## src/rtl/uart_rx_byte.sv

```systemverilog
// uart_rx_byte: 8N1 serial receiver feeding the calculator's rx_data/rx_data_rdy inputs.
// rxd is double-flopped before use. Only the synchronized line (w_rxs) drives the FSM.
// The start bit is checked at mid-bit. Data and stop bits are then sampled one bit period apart.
module uart_rx_byte #(
    parameter int unsigned CLKS_PER_BIT = 104,
    parameter int unsigned BIT_CNT_W    = 8
) (
    input  logic       clk12m,
    input  logic       rst,
    input  logic       rxd,
    output logic [7:0] rx_data,
    output logic       rx_data_rdy,
    output logic       rx_frame_err,
    output logic       rx_busy
);

    localparam logic [BIT_CNT_W-1:0] HALF_M1 = BIT_CNT_W'(CLKS_PER_BIT / 2 - 1);
    localparam logic [BIT_CNT_W-1:0] FULL_M1 = BIT_CNT_W'(CLKS_PER_BIT - 1);

    typedef enum logic [2:0] {
        S_IDLE,
        S_START,
        S_DATA,
        S_STOP,
        S_FINISH,
        S_WAIT_IDLE
    } state_t;

    state_t               r_state;
    logic                 r_sync1;
    logic                 r_sync2;
    logic [BIT_CNT_W-1:0] r_cnt;
    logic [2:0]           r_bit_idx;
    logic [7:0]           r_shift;
    logic                 r_stop_ok;
    logic [7:0]           r_data;
    logic                 r_rdy;
    logic                 r_err;
    logic                 r_busy;
    logic                 w_rxs;

    assign w_rxs        = r_sync2;
    assign rx_data      = r_data;
    assign rx_data_rdy  = r_rdy;
    assign rx_frame_err = r_err;
    assign rx_busy      = r_busy;

    // Two-flop synchronizer. It resets to the idle (high) line level.
    always_ff @(posedge clk12m or posedge rst) begin
        if (rst) begin
            r_sync1 <= 1'b1;
            r_sync2 <= 1'b1;
        end else begin
            r_sync1 <= rxd;
            r_sync2 <= r_sync1;
        end
    end

    // Receive FSM. It uses the baud counter, the bit index and the shift register, and registers all outputs.
    always_ff @(posedge clk12m or posedge rst) begin
        if (rst) begin
            r_state   <= S_IDLE;
            r_cnt     <= '0;
            r_bit_idx <= '0;
            r_shift   <= '0;
            r_stop_ok <= 1'b0;
            r_data    <= '0;
            r_rdy     <= 1'b0;
            r_err     <= 1'b0;
            r_busy    <= 1'b0;
        end else begin
            r_rdy <= 1'b0;
            r_err <= 1'b0;
            case (r_state)
                S_IDLE: begin
                    r_cnt     <= '0;
                    r_bit_idx <= '0;
                    if (!w_rxs) begin
                        r_state <= S_START;
                        r_busy  <= 1'b1;
                    end
                end
                S_START: begin
                    if (r_cnt == HALF_M1) begin
                        r_cnt <= '0;
                        if (!w_rxs) begin
                            r_state <= S_DATA;
                        end else begin
                            // The start bit did not survive to mid-bit, so it was a glitch.
                            r_state <= S_IDLE;
                            r_busy  <= 1'b0;
                        end
                    end else begin
                        r_cnt <= r_cnt + 1'b1;
                    end
                end
                S_DATA: begin
                    if (r_cnt == FULL_M1) begin
                        r_cnt              <= '0;
                        r_shift[r_bit_idx] <= w_rxs;
                        if (r_bit_idx == 3'd7) begin
                            r_state <= S_STOP;
                        end else begin
                            r_bit_idx <= r_bit_idx + 1'b1;
                        end
                    end else begin
                        r_cnt <= r_cnt + 1'b1;
                    end
                end
                S_STOP: begin
                    if (r_cnt == FULL_M1) begin
                        r_cnt     <= '0;
                        r_stop_ok <= w_rxs;
                        r_state   <= S_FINISH;
                    end else begin
                        r_cnt <= r_cnt + 1'b1;
                    end
                end
                S_FINISH: begin
                    if (r_stop_ok) begin
                        r_data  <= r_shift;
                        r_rdy   <= 1'b1;
                        r_busy  <= 1'b0;
                        r_state <= S_IDLE;
                    end else begin
                        // A low stop bit may be a break, so wait for the line to return high.
                        r_err   <= 1'b1;
                        r_state <= S_WAIT_IDLE;
                    end
                end
                S_WAIT_IDLE: begin
                    if (w_rxs) begin
                        r_state <= S_IDLE;
                        r_busy  <= 1'b0;
                    end
                end
                default: begin
                    r_state <= S_IDLE;
                    r_busy  <= 1'b0;
                end
            endcase
        end
    end

endmodule

```

## config.mk

```make
export PLATFORM = sky130hd
export DESIGN_NAME = uart_rx_byte
export DESIGN_NICKNAME = d
export VERILOG_FILES = /design/src/rtl/uart_rx_byte.sv
export SDC_FILE = /design/constraint.sdc
export NUM_CORES = 1
export LEC_CHECK = 0
export CAP_MARGIN = 30
export CORE_MARGIN = 2
export CORE_UTILIZATION = 50
export CTS_BUF_LIST = sky130_fd_sc_hd__clkbuf_8
export DETAILED_ROUTE_END_ITERATION = 16
export PLACE_DENSITY = 0.7
export SETUP_SLACK_MARGIN = 0.3
export SYNTH_ARGS = -nofsm -noshare
export SYNTH_HDL_FRONTEND = slang
export SYNTH_SLANG_ARGS = --single-unit
```

## constraint.sdc

```tcl
create_clock -name clk12m -period 3.9 [get_ports clk12m]
set_input_delay 0.78 -clock clk12m [delete_from_list [all_inputs] [get_ports clk12m]]
set_output_delay 0.78 -clock clk12m [all_outputs]
set_load 0.1 [all_outputs]
```

**Yosys cells after proc, flatten, opt, wreduce, memory -nomap -nowiden**

Cells that the tools add are included.
W data, S select, Z words.

- Register bits after elaboration: 36
- Logic and storage cells: 70
- Input port bits: 3

- Reductions and logical operators: 11
- Add/subtract/negate cells: 2
- Mux-type cells: 27
- Bitwise logic cells: 1
- Equality and inequality tests: 16
- $lt $le $gt $ge: 2

Operator list:

| kind | number |
|---|---|
| $mux W3 | 9 |
| $pmux W8 S3 | 1 |
| $pmux W3 S6 | 1 |
| $mux W8 | 2 |
| $ne A2 B2 Y1 const B | 8 |
| $eq A3 B3 Y1 const B | 3 |
| $mux W1 | 9 |
| $add A8 B1 Y8 const B | 1 |
| $bwmux W8 | 1 |
| $eq A8 B6 Y1 const B | 1 |
| $eq A8 B7 Y1 const B | 1 |
| $eq A3 B2 Y1 const B | 2 |
| $pmux W3 S2 | 1 |
| $reduce_and A2 Y1 | 3 |
| $reduce_and A6 Y1 | 1 |
| $pmux W1 S5 | 1 |
| $lt A3 B4 Y1 const B | 1 |
| $reduce_and A4 Y1 | 1 |
| $add A3 B1 Y3 const B | 1 |
| $demux W1 S3 | 1 |
| $eq A3 B1 Y1 const B | 1 |
| $ge A3 B1 Y1 const B | 1 |
| $logic_not A3 Y1 | 1 |
| $reduce_and A3 Y1 | 1 |
| 6 further kinds | 6 |

**Logic depth before layout (Yosys ltp)**

- Depth after elaboration: 5
- Depth in mapped cells: 7

**Worst setup path before layout**

Ideal clock, no wire load.

- Path kind: flip-flop to flip-flop
- Start point: reg r_cnt[0]
- End point: reg r_stop_ok
- Cell stages (with the launch flop): 8
- Required time: 3.775 ns
- Buffers on the path: 2
- Setup time: 0.125 ns
- Path slack: 1.873 ns
- Clock period less this slack: 2.027 ns
- Data arrival time: 1.902 ns
- Cells stage by stage: dfrtp_1 -> ha_1 -> nand4bb_1 -> buf_2 -> or2_1 -> buf_6 -> or4_4 -> mux2_4

- Word-level cells in the longest chain between the ends: 2

RTL lines:

| element | RTL line | text |
|---|---|---|
| from (decl) | 32 | `logic [BIT_CNT_W-1:0] r_cnt;` |
| from (signal assigned) | 94 | `r_cnt <= r_cnt + 1'b1;` |
| from (signal assigned) | 107 | `r_cnt <= r_cnt + 1'b1;` |
| from (signal assigned) | 116 | `r_cnt <= r_cnt + 1'b1;` |
| $eq A8 B7 Y1 | 111 | `if (r_cnt == FULL_M1) begin` |
| $reduce_and A2 Y1 (no line) | -- |  |
| to (signal assigned) | 113 | `r_stop_ok <= w_rxs;` |
| to (decl) | 35 | `logic r_stop_ok;` |

Every way passes these cells.
A chain may end at the register's enable or synchronous reset.

**Worst setup path in the final report**

- Start point: reg r_busy (netlist: rx_busy)
- End point: out rx_busy

RTL lines:

| element | RTL line | text |
|---|---|---|
| from (decl) | 39 | `logic r_busy;` |
| from (signal assigned) | 70 | `r_busy <= 1'b0;` |
| from (signal assigned) | 80 | `r_busy <= 1'b1;` |
| from (signal assigned) | 91 | `r_busy <= 1'b0;` |
| to (decl) | 14 | `output logic rx_busy` |

No word-level cell between the ends.

==> impl_metrics.sql <==
INSERT INTO impl_metrics (metric_group, metric, value, unit) VALUES
('run_status', 'status', 'completed', ''),
('pwr', 'leakage', '0.874', 'nW'),
('synth', 'synth_top_area_share', '0.492', ''),
('sta', 'clock_skew', '0.00491', 'ns'),
('clock_tree', 'clkSlewWorstSetupHoldPaths', '0.07', 'ns'),
('synth', 'yosysWarningCount', '0', ''),
('drt', 'drt_wl_total', '3.26', 'mm'),
('synth', 'synth_cell_types', '37', ''),
('clock_tree', 'clock_tree.htree_level_count', '2', ''),
('global_routing', 'gr-usage-all-layers', '0.195', ''),
('sta', 'worstMarginPinSlew', '0.966', 'ns'),
('drt', 'initialDrtViolationCount', '89', ''),
('worst_hold_path', 'min_path_type', 'reg -> reg', ''),
('synth', 'syn-num-nets', '169', ''),
('critical_path', 'critical-path-top-delay-family', 'buffers and inverters', ''),
('flow_run', 'maxCapViolCount', '0', ''),
('synth', 'synth_area_leaders', 'sky130_fd_sc_hd__dfrtp_1 (49%), sky130_fd_sc_hd__mux2_2 (10%), sky130_fd_sc_hd__nand2_1 (3.3%), sky130_fd_sc_hd__nand3_1 (3.2%), sky130_fd_sc_hd__nor3_1 (3.2%)', ''),
('die', 'starting_density_of_the_core', '0.519', ''),
('sta', 'min_period', '2.58', 'ns'),
('global_routing', 'grt_antenna_before_repair', '0', ''),
('place', 'numPlacedInstances', '215', ''),
('synth', 'ys.flop_type', 'sky130_fd_sc_hd__dfrtp_1', ''),
('drt', 'ant_nets', '0', ''),
('clock_tree', 'buffer_depth_of_the_longest_clock_path', '2', ''),
('drt', 'vias_per_cell', '5.70', ''),
('sta', 'maxClockFrequency', '387', 'MHz'),
('sta', 'report.final.hold_viol_count', '0', ''),
('global_routing', 'grt_pass1_wl', '5.99', 'mm'),
('final_layout', 'drive_above_1_share', '0.169', ''),
('critical_path', 'critPathRequiredTime', '3.12', 'ns'),
('die', 'placeable_core_area', '3340', 'sq um'),
('critical_path', 'worst_ep_arrival_time', '1.80', 'ns'),
('critical_path', 'cp_cell_sequence', 'clkdlybuf4s50_1', ''),
('final_layout', 'net_total_in_the_final_layout', '182', ''),
('sta', 'timing.slew.headroom', '0.354', ''),
('final_layout', 'antennaDiodeCount', '0', ''),
('place', 'final_estimated_routing_congestion_in_global_placement', '0.856', ''),
('clock_tree', 'cts.sink_count', '36', ''),
('sta', 'totalNegativeSetupSlack', '0', 'ns'),
('clock_tree', 'tritoncts.num_buffers', '5', ''),
('sta', 'final_period_utilization', '0.662', ''),
('final_layout', 'final.fill_count', '277', ''),
('critical_path', 'worst_path_largest_cell_delay', '1.14', 'ns'),
('critical_path', 'slowest_stage', 'sky130_fd_sc_hd__clkdlybuf4s50_1', ''),
('clock_tree', 'cts_resized', '0', ''),
('pwr', 'ir_drop', '0.221', 'mV'),
('die', 'dieHeight', '62.8', 'microns'),
('die', 'row_count', '21', ''),
('drt', 'routed_wire_length_per_instance', '14.6', 'microns'),
('global_routing', 'globalRouteMet2Util', '0.304', ''),
('synth', 'netlist.top_cell.by_area', 'sky130_fd_sc_hd__dfrtp_1', ''),
('place', 'port-buffer-count', '13', ''),
('critical_path', 'critical_path_peak_fanout', '3', ''),
('final_layout', 'synthToLayoutAreaGrowth', '15.2', '%'),
('sta', 'final-setup-viol-count', '0', ''),
('global_routing', 'use_met1', '0.255', ''),
('synth', 'synth_async_sr_flop_share', '1.00', ''),
('final_layout', 'final_cell_count_no_fill', '223', ''),
('drt', 'drtPass1Iterations', '4', ''),
('die', 'die_width', '62.8', 'microns'),
('drt', 'num_vias', '1271', ''),
('global_routing', 'grt_max_degree', '24', ''),
('sta', 'rsz0062_at_grt', 'no', ''),
('clock_tree', 'clock_latency_late_sink', '0.29', 'ns'),
('synth', 'post_synth.cell_area_avg', '10.6', 'sq um'),
('clock_tree', 'cts.root.buffer_cell', 'sky130_fd_sc_hd__clkbuf_8', ''),
('drt', 'drcViolationCount', '0', ''),
('place', 'place_hpwl', '2.24', 'mm'),
('synth', 'yosysSeqAreaShare', '0.522', ''),
('critical_path', 'timing_worst_setup_path_type', 'reg -> out', ''),
('global_routing', 'first_global_vias', '1311', '');
## registers in the layout, indices dropped and copies added (netlist names), 3 cells and up
register / count
r_bit_idx: 3
r_cnt: 8
r_shift: 8
r_state: 3
rx_data: 8
## worst register-to-register path, delay by kind of cell (launching register included)
family	cells	cell delay (ns)
flops	1	0.40
simple gates	3	1.17
fa+ha+maj	1	0.25
mux	1	0.31
## cells in the mapped netlist (all sizes together), types with 3 or more instances
library cell and number:
nor3 11, or2 3, a21oi 4, nand2 15
nor2 9, or3 3, inv 4, nor4 3
o21ai 8, ha 3, nand3b 5, dfrtp 34
nand3 11, clkbuf 5, mux2 17, buf 3
xnor2 3
## routing by layer
layer  vias to the layer above  part of all wire
li1                        613                 -
met1                       628              0.46
met2                        24              0.48
met3                         6             0.042
met4                         0             0.015
met5                         -                 0
## layout make-up
cell class,instances,area (sq um),area share
sequential,36,903,0.453
tap,46,57.6,0.0289
multi-input combinational,115,772,0.387
inverter,4,15.0,0.00753
clock buffer,5,68.8,0.0345
clock inverter,3,38.8,0.0195
timing repair buffer,14,138,0.0691
## through the flow
stage	worst slack, ns	cell area, sq um	hold WS, ns
global route	1.27	1990	0.365
detailed placement	1.63	1890	0.357
CTS	1.31	1990	0.362
finish	1.32	1990	0.362
floorplan	1.87	1730	0.345
global placement	1.65	1890	0.347
## cell usage in the layout, fill, tap and decap left out, types with 4 or more instances in the layout
| cell | instances |
|---|---|
| sky130_fd_sc_hd__clkdlybuf4s50_1 | 13 |
| sky130_fd_sc_hd__mux2_2 | 16 |
| sky130_fd_sc_hd__o21ai_0 | 8 |
| sky130_fd_sc_hd__clkbuf_8 | 5 |
| sky130_fd_sc_hd__inv_1 | 5 |
| sky130_fd_sc_hd__nand3b_1 | 5 |
| sky130_fd_sc_hd__nor3_1 | 11 |
| sky130_fd_sc_hd__nand3_1 | 11 |
| sky130_fd_sc_hd__nand2_1 | 15 |
| sky130_fd_sc_hd__a21oi_1 | 4 |
| sky130_fd_sc_hd__nor2_1 | 9 |
| sky130_fd_sc_hd__dfrtp_1 | 34 |
## power by group
group          total (W)  internal (W)  switching (W)
logic          0.0000109    0.00000312     0.00000781
clock network   0.000315      0.000187       0.000128
registers       0.000378      0.000375     0.00000248
total           0.000703      0.000565       0.000138
## cells by family (layout without fill, tap and decap cells)
logic type,Yosys count,count (layout),share of synthesized area
AO/OA/AOI/OAI,21,21,0.0745
XOR/XNOR,3,3,0.0152
adder cells (fa/ha/maj),3,3,0.0217
buffers and inverters,12,26,0.0318
flip-flops,36,36,0.522
multiplexers,17,17,0.113
AND/OR/NAND/NOR,71,71,0.222
## path summary, 6_finish.rpt
kind,end,cells past startpoint,startpoint
min in group asynchronous,r_shift[4]$_DFFE_PP0P_,2,rst
max,rx_busy,1,rx_busy$_DFFE_PP0P_
min,r_sync2$_DFF_PP1_,0,r_sync1$_DFF_PP1_
max reg2reg,r_stop_ok$_DFFE_PP0P_,5,r_cnt[0]$_DFFE_PP0P_
max in group asynchronous,r_sync1$_DFF_PP1_,3,rst
min reg2reg,r_sync2$_DFF_PP1_,0,r_sync1$_DFF_PP1_
Power figures use the tool's default switching activity.
